$ cat src/rtl/id_decode_sb_pkg.sv
// id_decode_sb_pkg: shared definitions for the instruction-decode stage.
//   - opcode constants (wildcard patterns use '?' and are matched with casez)
//   - class-bit layout cls_t: inte, lgc (logic class), shift, ld, st, br, set, und
//   - instruction field positions
//   - decode_class(): opcode -> class bits; writes_rd(): class -> destination write
package id_decode_sb_pkg;

  localparam int P_OPC  = 25;
  localparam int P_IMMF = 24;
  localparam int P_RD   = 20;
  localparam int P_RS   = 16;
  localparam int W_OPC  = 7;
  localparam int W_IMM  = 16;

  localparam logic [W_OPC-1:0] OPC_INTE   = 7'b0000???;
  localparam logic [W_OPC-1:0] OPC_SHL    = 7'b0001000;
  localparam logic [W_OPC-1:0] OPC_SHR    = 7'b0001001;
  localparam logic [W_OPC-1:0] OPC_SRA    = 7'b0001010;
  localparam logic [W_OPC-1:0] OPC_ROL    = 7'b0001100;
  localparam logic [W_OPC-1:0] OPC_ROR    = 7'b0001101;
  localparam logic [W_OPC-1:0] OPC_LOGIC  = 7'b00100??;
  localparam logic [W_OPC-1:0] OPC_SET0   = 7'b0010110;
  localparam logic [W_OPC-1:0] OPC_SET1   = 7'b0010111;
  localparam logic [W_OPC-1:0] OPC_LD     = 7'b0011000;
  localparam logic [W_OPC-1:0] OPC_ST     = 7'b0011001;
  localparam logic [W_OPC-1:0] OPC_BR     = 7'b00111??;

  typedef struct packed {
    logic inte;
    logic lgc;
    logic shift;
    logic ld;
    logic st;
    logic br;
    logic set;
    logic und;
  } cls_t;

  function automatic cls_t decode_class(input logic [W_OPC-1:0] opc);
    cls_t c;
    c = '0;
    casez (opc)
      OPC_INTE:                                 c.inte  = 1'b1;
      OPC_SHL, OPC_SHR, OPC_SRA, OPC_ROL, OPC_ROR: c.shift = 1'b1;
      OPC_LOGIC:                                c.lgc   = 1'b1;
      OPC_SET0, OPC_SET1:                       c.set   = 1'b1;
      OPC_LD:                                   c.ld    = 1'b1;
      OPC_ST:                                   c.st    = 1'b1;
      OPC_BR:                                   c.br    = 1'b1;
      default:                                  c.und   = 1'b1;
    endcase
    return c;
  endfunction

  // Stores, branches and undefined opcodes never produce a destination value.
  function automatic logic writes_rd(input cls_t c);
    return c.inte | c.lgc | c.shift | c.set | c.ld;
  endfunction

endpackage

$ cat src/rtl/id_regfile.sv
// id_regfile: N_REG x W_DATA general register file.
//   clk, rst      : clock, asynchronous active-high reset (zeroes every register)
//   we/waddr/wdata: single write port, written on the rising clock edge
//   raddr_a/rdata_a, raddr_b/rdata_b: two combinational read ports
module id_regfile
  import id_decode_sb_pkg::*;
#(
  parameter int W_DATA  = 32,
  parameter int N_REG   = 16,
  parameter int W_RADDR = 4
) (
  input  logic               clk,
  input  logic               rst,
  input  logic               we,
  input  logic [W_RADDR-1:0] waddr,
  input  logic [W_DATA-1:0]  wdata,
  input  logic [W_RADDR-1:0] raddr_a,
  output logic [W_DATA-1:0]  rdata_a,
  input  logic [W_RADDR-1:0] raddr_b,
  output logic [W_DATA-1:0]  rdata_b
);

  logic [W_DATA-1:0] mem [N_REG];

  always_ff @(posedge clk or posedge rst) begin
    if (rst) begin
      for (int i = 0; i < N_REG; i++) mem[i] <= '0;
    end else if (we) begin
      mem[waddr] <= wdata;
    end
  end

  assign rdata_a = mem[raddr_a];
  assign rdata_b = mem[raddr_b];

endmodule

$ cat src/rtl/id_decode_sb.sv
// id_decode_sb: decode stage between IF and EX with register file, per-register
// busy scoreboard and valid/ready handshakes on both sides.
//   Upstream  : in_valid_i/in_ready_o, inst_i, pc_value_i
//   Control   : flush_i drops the held instruction and blocks acceptance
//   Writeback : wb_i, wb_r_i, wb_data_i (register write + busy-bit clear)
//   Downstream: out_valid_o/out_ready_i, class bits ctrl_*_o/und_o, immf_o,
//               rd_addr_o, rd_value_o, rs_value_o, imm_value_o, pc_value_o, opcode_o
// Build option: define ID_BYPASS_EN to forward a same-cycle write-back into the
// hazard check and operand read, letting a dependent instruction issue in the
// write-back cycle instead of one cycle later.
module id_decode_sb
  import id_decode_sb_pkg::*;
#(
  parameter int W_DATA  = 32,
  parameter int N_REG   = 16,
  parameter int W_RADDR = 4,
  parameter int W_PC    = 16,
  parameter int W_INST  = 32
) (
  input  logic               clk,
  input  logic               rst,
  input  logic               in_valid_i,
  output logic               in_ready_o,
  input  logic [W_INST-1:0]  inst_i,
  input  logic [W_PC-1:0]    pc_value_i,
  input  logic               flush_i,
  input  logic               wb_i,
  input  logic [W_RADDR-1:0] wb_r_i,
  input  logic [W_DATA-1:0]  wb_data_i,
  output logic               out_valid_o,
  input  logic               out_ready_i,
  output logic               ctrl_inte_o,
  output logic               ctrl_logic_o,
  output logic               ctrl_shift_o,
  output logic               ctrl_ld_o,
  output logic               ctrl_st_o,
  output logic               ctrl_br_o,
  output logic               ctrl_set_o,
  output logic               und_o,
  output logic               immf_o,
  output logic [W_RADDR-1:0] rd_addr_o,
  output logic [W_DATA-1:0]  rd_value_o,
  output logic [W_DATA-1:0]  rs_value_o,
  output logic [W_DATA-1:0]  imm_value_o,
  output logic [W_PC-1:0]    pc_value_o,
  output logic [W_OPC-1:0]   opcode_o
);

  function automatic logic [N_REG-1:0] onehot(input logic [W_RADDR-1:0] a);
    return {{(N_REG-1){1'b0}}, 1'b1} << a;
  endfunction

  // Shift amounts/masks are unsigned; every other class treats imm as signed.
  function automatic logic [W_DATA-1:0] extend_imm(input logic [W_IMM-1:0] imm,
                                                   input logic zext);
    logic signed [W_IMM-1:0] simm;
    simm = imm;
    if (zext) return {{(W_DATA-W_IMM){1'b0}}, imm};
    return W_DATA'(simm);
  endfunction

  // ---- stage p0: field extraction, decode, operand read, hazard ----
  logic [W_OPC-1:0]   opc_p0;
  logic               immf_p0;
  logic [W_RADDR-1:0] rd_p0;
  logic [W_RADDR-1:0] rs_p0;
  logic [W_IMM-1:0]   imm16_p0;
  cls_t               cls_p0;
  logic               uses_rs_p0;
  logic [W_DATA-1:0]  rf_a_p0, rf_b_p0;
  logic [W_DATA-1:0]  rdv_p0, rsv_p0;
  logic [N_REG-1:0]   busy, busy_chk, wb_vec, set_vec;
  logic               held_hit_p0, hazard_p0, accept_p0, leave_p1;

  // held output register (stage p1)
  logic               vld_p1;
  cls_t               cls_p1;
  logic               immf_p1;
  logic [W_RADDR-1:0] rd_p1;
  logic [W_DATA-1:0]  rdv_p1, rsv_p1, imm_p1;
  logic [W_PC-1:0]    pc_p1;
  logic [W_OPC-1:0]   opc_p1;
  logic               wr_p1;

  assign opc_p0     = inst_i[P_OPC +: W_OPC];
  assign immf_p0    = inst_i[P_IMMF];
  assign rd_p0      = inst_i[P_RD +: W_RADDR];
  assign rs_p0      = inst_i[P_RS +: W_RADDR];
  assign imm16_p0   = inst_i[W_IMM-1:0];
  assign cls_p0     = decode_class(opc_p0);
  assign uses_rs_p0 = ~immf_p0;

  id_regfile #(
    .W_DATA (W_DATA),
    .N_REG  (N_REG),
    .W_RADDR(W_RADDR)
  ) u_rf (
    .clk    (clk),
    .rst    (rst),
    .we     (wb_i),
    .waddr  (wb_r_i),
    .wdata  (wb_data_i),
    .raddr_a(rd_p0),
    .rdata_a(rf_a_p0),
    .raddr_b(rs_p0),
    .rdata_b(rf_b_p0)
  );

  assign wb_vec = wb_i ? onehot(wb_r_i) : '0;

`ifdef ID_BYPASS_EN
  assign busy_chk = busy & ~wb_vec;
  assign rdv_p0   = (wb_i && (wb_r_i == rd_p0)) ? wb_data_i : rf_a_p0;
  assign rsv_p0   = (wb_i && (wb_r_i == rs_p0)) ? wb_data_i : rf_b_p0;
`else
  assign busy_chk = busy;
  assign rdv_p0   = rf_a_p0;
  assign rsv_p0   = rf_b_p0;
`endif

  // The held instruction has not marked its rd busy yet (that happens when it
  // leaves), so it is compared directly against the incoming operands.
  assign wr_p1       = writes_rd(cls_p1);
  assign held_hit_p0 = vld_p1 & wr_p1 &
                       ((rd_p1 == rd_p0) | (uses_rs_p0 & (rd_p1 == rs_p0)));
  assign hazard_p0   = busy_chk[rd_p0] | (uses_rs_p0 & busy_chk[rs_p0]) | held_hit_p0;

  assign in_ready_o = (~vld_p1 | out_ready_i) & ~hazard_p0 & ~flush_i;
  assign accept_p0  = in_valid_i & in_ready_o;

  // A flushed instruction is discarded, so it must not claim its destination.
  assign leave_p1 = vld_p1 & out_ready_i & ~flush_i;
  assign set_vec  = (leave_p1 & wr_p1) ? onehot(rd_p1) : '0;

  // Set is applied after clear so a same-cycle set/clear on one register keeps it busy.
  always_ff @(posedge clk or posedge rst) begin
    if (rst) busy <= '0;
    else     busy <= (busy & ~wb_vec) | set_vec;
  end

  // ---- stage p1: output register ----
  always_ff @(posedge clk or posedge rst) begin
    if (rst) begin
      vld_p1  <= 1'b0;
      cls_p1  <= '0;
      immf_p1 <= 1'b0;
      rd_p1   <= '0;
      rdv_p1  <= '0;
      rsv_p1  <= '0;
      imm_p1  <= '0;
      pc_p1   <= '0;
      opc_p1  <= '0;
    end else if (accept_p0) begin
      vld_p1  <= 1'b1;
      cls_p1  <= cls_p0;
      immf_p1 <= immf_p0;
      rd_p1   <= rd_p0;
      rdv_p1  <= rdv_p0;
      rsv_p1  <= rsv_p0;
      imm_p1  <= extend_imm(imm16_p0, cls_p0.shift);
      pc_p1   <= pc_value_i;
      opc_p1  <= opc_p0;
    end else if (out_ready_i || flush_i) begin
      vld_p1  <= 1'b0;
    end
  end

  assign out_valid_o  = vld_p1;
  assign ctrl_inte_o  = cls_p1.inte;
  assign ctrl_logic_o = cls_p1.lgc;
  assign ctrl_shift_o = cls_p1.shift;
  assign ctrl_ld_o    = cls_p1.ld;
  assign ctrl_st_o    = cls_p1.st;
  assign ctrl_br_o    = cls_p1.br;
  assign ctrl_set_o   = cls_p1.set;
  assign und_o        = cls_p1.und;
  assign immf_o       = immf_p1;
  assign rd_addr_o    = rd_p1;
  assign rd_value_o   = rdv_p1;
  assign rs_value_o   = rsv_p1;
  assign imm_value_o  = imm_p1;
  assign pc_value_o   = pc_p1;
  assign opcode_o     = opc_p1;

endmodule

$ cat config.mk
export PLATFORM = sky130hd
export DESIGN_NAME = id_decode_sb
export DESIGN_NICKNAME = d
export VERILOG_FILES = /design/src/rtl/id_decode_sb_pkg.sv /design/src/rtl/id_regfile.sv /design/src/rtl/id_decode_sb.sv
export SDC_FILE = /design/constraint.sdc
export NUM_CORES = 1
export LEC_CHECK = 0
export ABC_AREA = 0
export CAP_MARGIN = 20
export CELL_PAD_IN_SITES_DETAIL_PLACEMENT = 0
export CELL_PAD_IN_SITES_GLOBAL_PLACEMENT = 1
export CORE_MARGIN = 2
export CORE_UTILIZATION = 45
export CTS_CLUSTER_SIZE = 28
export DETAILED_ROUTE_END_ITERATION = 10
export PLACE_DENSITY_LB_ADDON = 0.1
export SYNTH_ARGS = -nofsm -noshare
export SYNTH_HDL_FRONTEND = slang
export SYNTH_SLANG_ARGS = --single-unit
$ cat constraint.sdc
create_clock -name clk -period 21.2 [get_ports clk]
set_input_delay 4.24 -clock clk [delete_from_list [all_inputs] [get_ports clk]]
set_output_delay 4.24 -clock clk [all_outputs]
set_load 0.01 [all_outputs]
==> out/qor.yml <==
yosys:
  syn_avg_cell_area_um2: 16.8
  synth.area.top_cells: "dfrtp_1 50%, mux4_2 23%, mux2_2 21%"
  synth_simple_gate_area_share_pct: 1.09
  yosysMostFrequentCell: "dfrtp_1"
  synth_xor_area_share_pct: 0.217
  synth_top_family_by_area: "multiplexers"
  synthMuxAreaShare_pct: 45.0
  synthCells: 1922
  yosysWarnings: 0
  synthArstFlopShare_pct: 100
  yosys.area.top_type_share_pct: 50.0
  ys_seq_area_share_pct: 50.0
  synth_common_cells: "646 x dfrtp_1, 608 x mux2_2, 326 x mux4_2"
  syn_nets: 2012
  yosys.area.top_type: "dfrtp_1"
  synthAdderAreaFrac_pct: 0
  syn-cell-area_um2: 32300
  ys_types: 43
  synth_ff_type: "dfrtp_1"
  ys_ff_latch: 646
  synth-edff-count: 0
  synth_compound_area_share_pct: 0.736
min_path:
  min_to: "opcode_o[0]$_DFFE_PP0P_"
  worstHoldStart: "opcode_o[0]$_DFFE_PP0P_"
  hold_path_class: "reg -> reg"
  holdPathStages: 1
clocking:
  post_cts_buffers: 0
  ctsHoldBuffers: 0
  cts.sinks: 646
  cts_buffer_depth: 3
  htreeDepth: 3
  cts_resized: 0
  cts_tree: "yes"
  cts-root-buf: "clkbuf_16"
  numCtsBuffers: 74
  clock_latency_ns: 0.62
  path_clk_slew_ns: 0.05
timing:
  post-route-min-period_ns: 11.12
  holdWs_ns: 0.502
  setup_slack_ns: 10.08
  slew_headroom_pct: 28.5
  clock-skew-final_ns: 0.0147
  hold_viol_final: 0
  drv_slew: 0
  max_slew.worst_pin.slew_ns: 1.07
  max_freq_ghz: 0.0900
  finalCritPeriodShare_pct: 52.4
  rsz0062_at_grt: "false"
  setup_violations: 0
  setup_tns_ns: 0
placed_design:
  placedCellCount: 2935
  dpl-instance-area_um2: 35200
  hpwl_um: 46400
  place_congestion: 0.779
  pre_cts_ws_ns: 10.02
  io_buffers: 223
detailed_routing:
  antenna_left: 0
  via_per_inst: 6.04
  drcViolationCount: 0
  firstDrtPassIters: 5
  route.final.wire_length_um: 85300
  wl_per_cell_um: 27.8
  num_vias: 18500
  drt-initial-drc-count: 1142
grt:
  grt_util_met1_pct: 32.7
  grtUsageTotal_pct: 23.6
  grt_busiest_layer: "met2"
  grt_antenna_before_repair: 2
  use_met3_pct: 4.36
  grt_pass1_vias: 19600
  grt_max_degree: 81
  grt_pass1_wl_um: 130000
  grt_overflow: 0
  gr-usage-met2_pct: 38.4
power:
  ir_drop_uv: 62.4
  total_power_mw: 4.00
  powerDensity_nw_per_um2: 106
  leakagePower_nw: 15.3
setup_path:
  regToRegEndpoint: "rs_value_o[17]$_DFFE_PP0P_"
  timing.rr.start: "busy[14]$_DFF_PP0_"
  crit_required_ns: 16.96
  cp.arrival_ns: 6.88
  crit_buf_inv: 2
  worst-setup-path-type: "in -> out"
  end_kind: "output port"
  critPathMaxStageDelay_ns: 0.59
  crit_slowest_cell: "mux4_2"
  cp_cell_sequence: "buf_8 > mux4_2 > a311o_1 > a41oi_2 > o211ai_1 > nor2_1 > clkdlybuf4s50_1"
  cp_top_family: "buffers and inverters"
  worst_r2r_path_depth: 8
  path_max_fanout: 62
  rrSetupSlack_ns: 17.52
  worst_setup_path_start_kind: "input pin"
finish:
  layout-drive-gt1-share_pct: 53.4
  syn_to_final_growth_pct: 16.5
  fin_util_pct: 52.8
  final_net_count: 2153
  instances_no_fill: 3069
  postLayoutCellArea_um2: 37600
  fill_cells: 5821
die:
  die_w_um: 272
  die_h_um: 272
  rows: 98
  core_um2: 71200
  start_util_pct: 45.4
  dieArea_um2: 74000
  io_pins: 224
status:
  status: "complete, no violations"
flow_run:
  max_cap_viol_count: 0
[layout by cell type (no fill, tap or decap), types with 3 or more instances in the layout]
cell type and instances:
clkdlybuf4s50_1 215, mux2i_1 6, mux2_4 20, nand3_1 4, buf_4 36, nor4_1 5, xor2_1 6, dfrtp_1 646
clkbuf_16 75, nand2b_1 4, clkinv_2 14, inv_1 9, nor2_4 9, o21ai_0 21, mux2_2 608, clkbuf_8 20
mux4_2 326, nand2_1 14, o31ai_1 3, nand3b_1 7, nor2_1 9, a32o_1 3, nor2b_1 3, clkbuf_1 15
inv_6 4
[routing by layer]
metal  vias to the layer above  part of all wire, %
met5                         -                0.015
met4                         2                  2.5
met3                       141                  4.4
met2                       475                   49
met1                     10200                   44
li1                       7734                    -
[power by group]
group	leakage [nW]	switching (mW)	internal, mW	total [mW]
clock	1.19	0.514	0.733	1.25
sequential	7.94	0.215	1.54	1.76
combinational	6.20	0.332	0.658	0.991
total	15.3	1.06	2.94	4.00
[worst max path at each step]
stage	from	end	slack, ns	cells after the start
global route	inst_i[20]	in_ready_o	9.91	7
floorplan	rst	busy[0]$_DFF_PP0_	8.13	1
global placement	inst_i[20]	in_ready_o	10.02	7
finish	inst_i[20]	in_ready_o	10.08	7
CTS	inst_i[20]	in_ready_o	10.02	7
detailed placement	inst_i[20]	in_ready_o	10.02	7
[cell families (layout without fill, tap and decap cells)]
logic type | after synthesis | count (layout)
muxes | 960 | 960
DFF | 646 | 646
buffers and inverters | 205 | 401
and+or+nand+nor | 67 | 67
AOI/OAI and AO/OA | 36 | 36
xor gates and xnor gates | 8 | 8
other | 0 | 1
[worst reg2reg max path: stages (launching register included)]
cell and delay [ns]:
dfrtp_1 0.43, mux4_2 0.47, a311o_1 0.38, a41oi_2 0.15, o211ai_1 0.18, nor3_4 0.22
buf_4 0.58, buf_4 0.68, mux2_2 0.48
[layout make-up]
| class | instances | area [µm²] | share of cell area, % |
|---|---|---|---|
| flip-flops and latches | 646 | 16200 | 43.0 |
| clock inverters | 21 | 168 | 0.445 |
| clock buffers | 110 | 2210 | 5.87 |
| repair buffers | 260 | 2560 | 6.80 |
| multi-input cells | 1071 | 15300 | 40.7 |
| inverters | 10 | 41.3 | 0.110 |
| well taps | 950 | 1190 | 3.16 |
| diodes | 1 | 2.50 | 0.00665 |
[sequential cells by signal (all words and copies together), names as in the netlist, 4 cells and up]
register	flops
busy	16
u_rf.mem	512
pc_value_o	16
imm_value_o	17
rd_value_o	32
opcode_o	7
rs_value_o	32
rd_addr_o	4
Note: power is estimated with default switching activity, not from simulation.
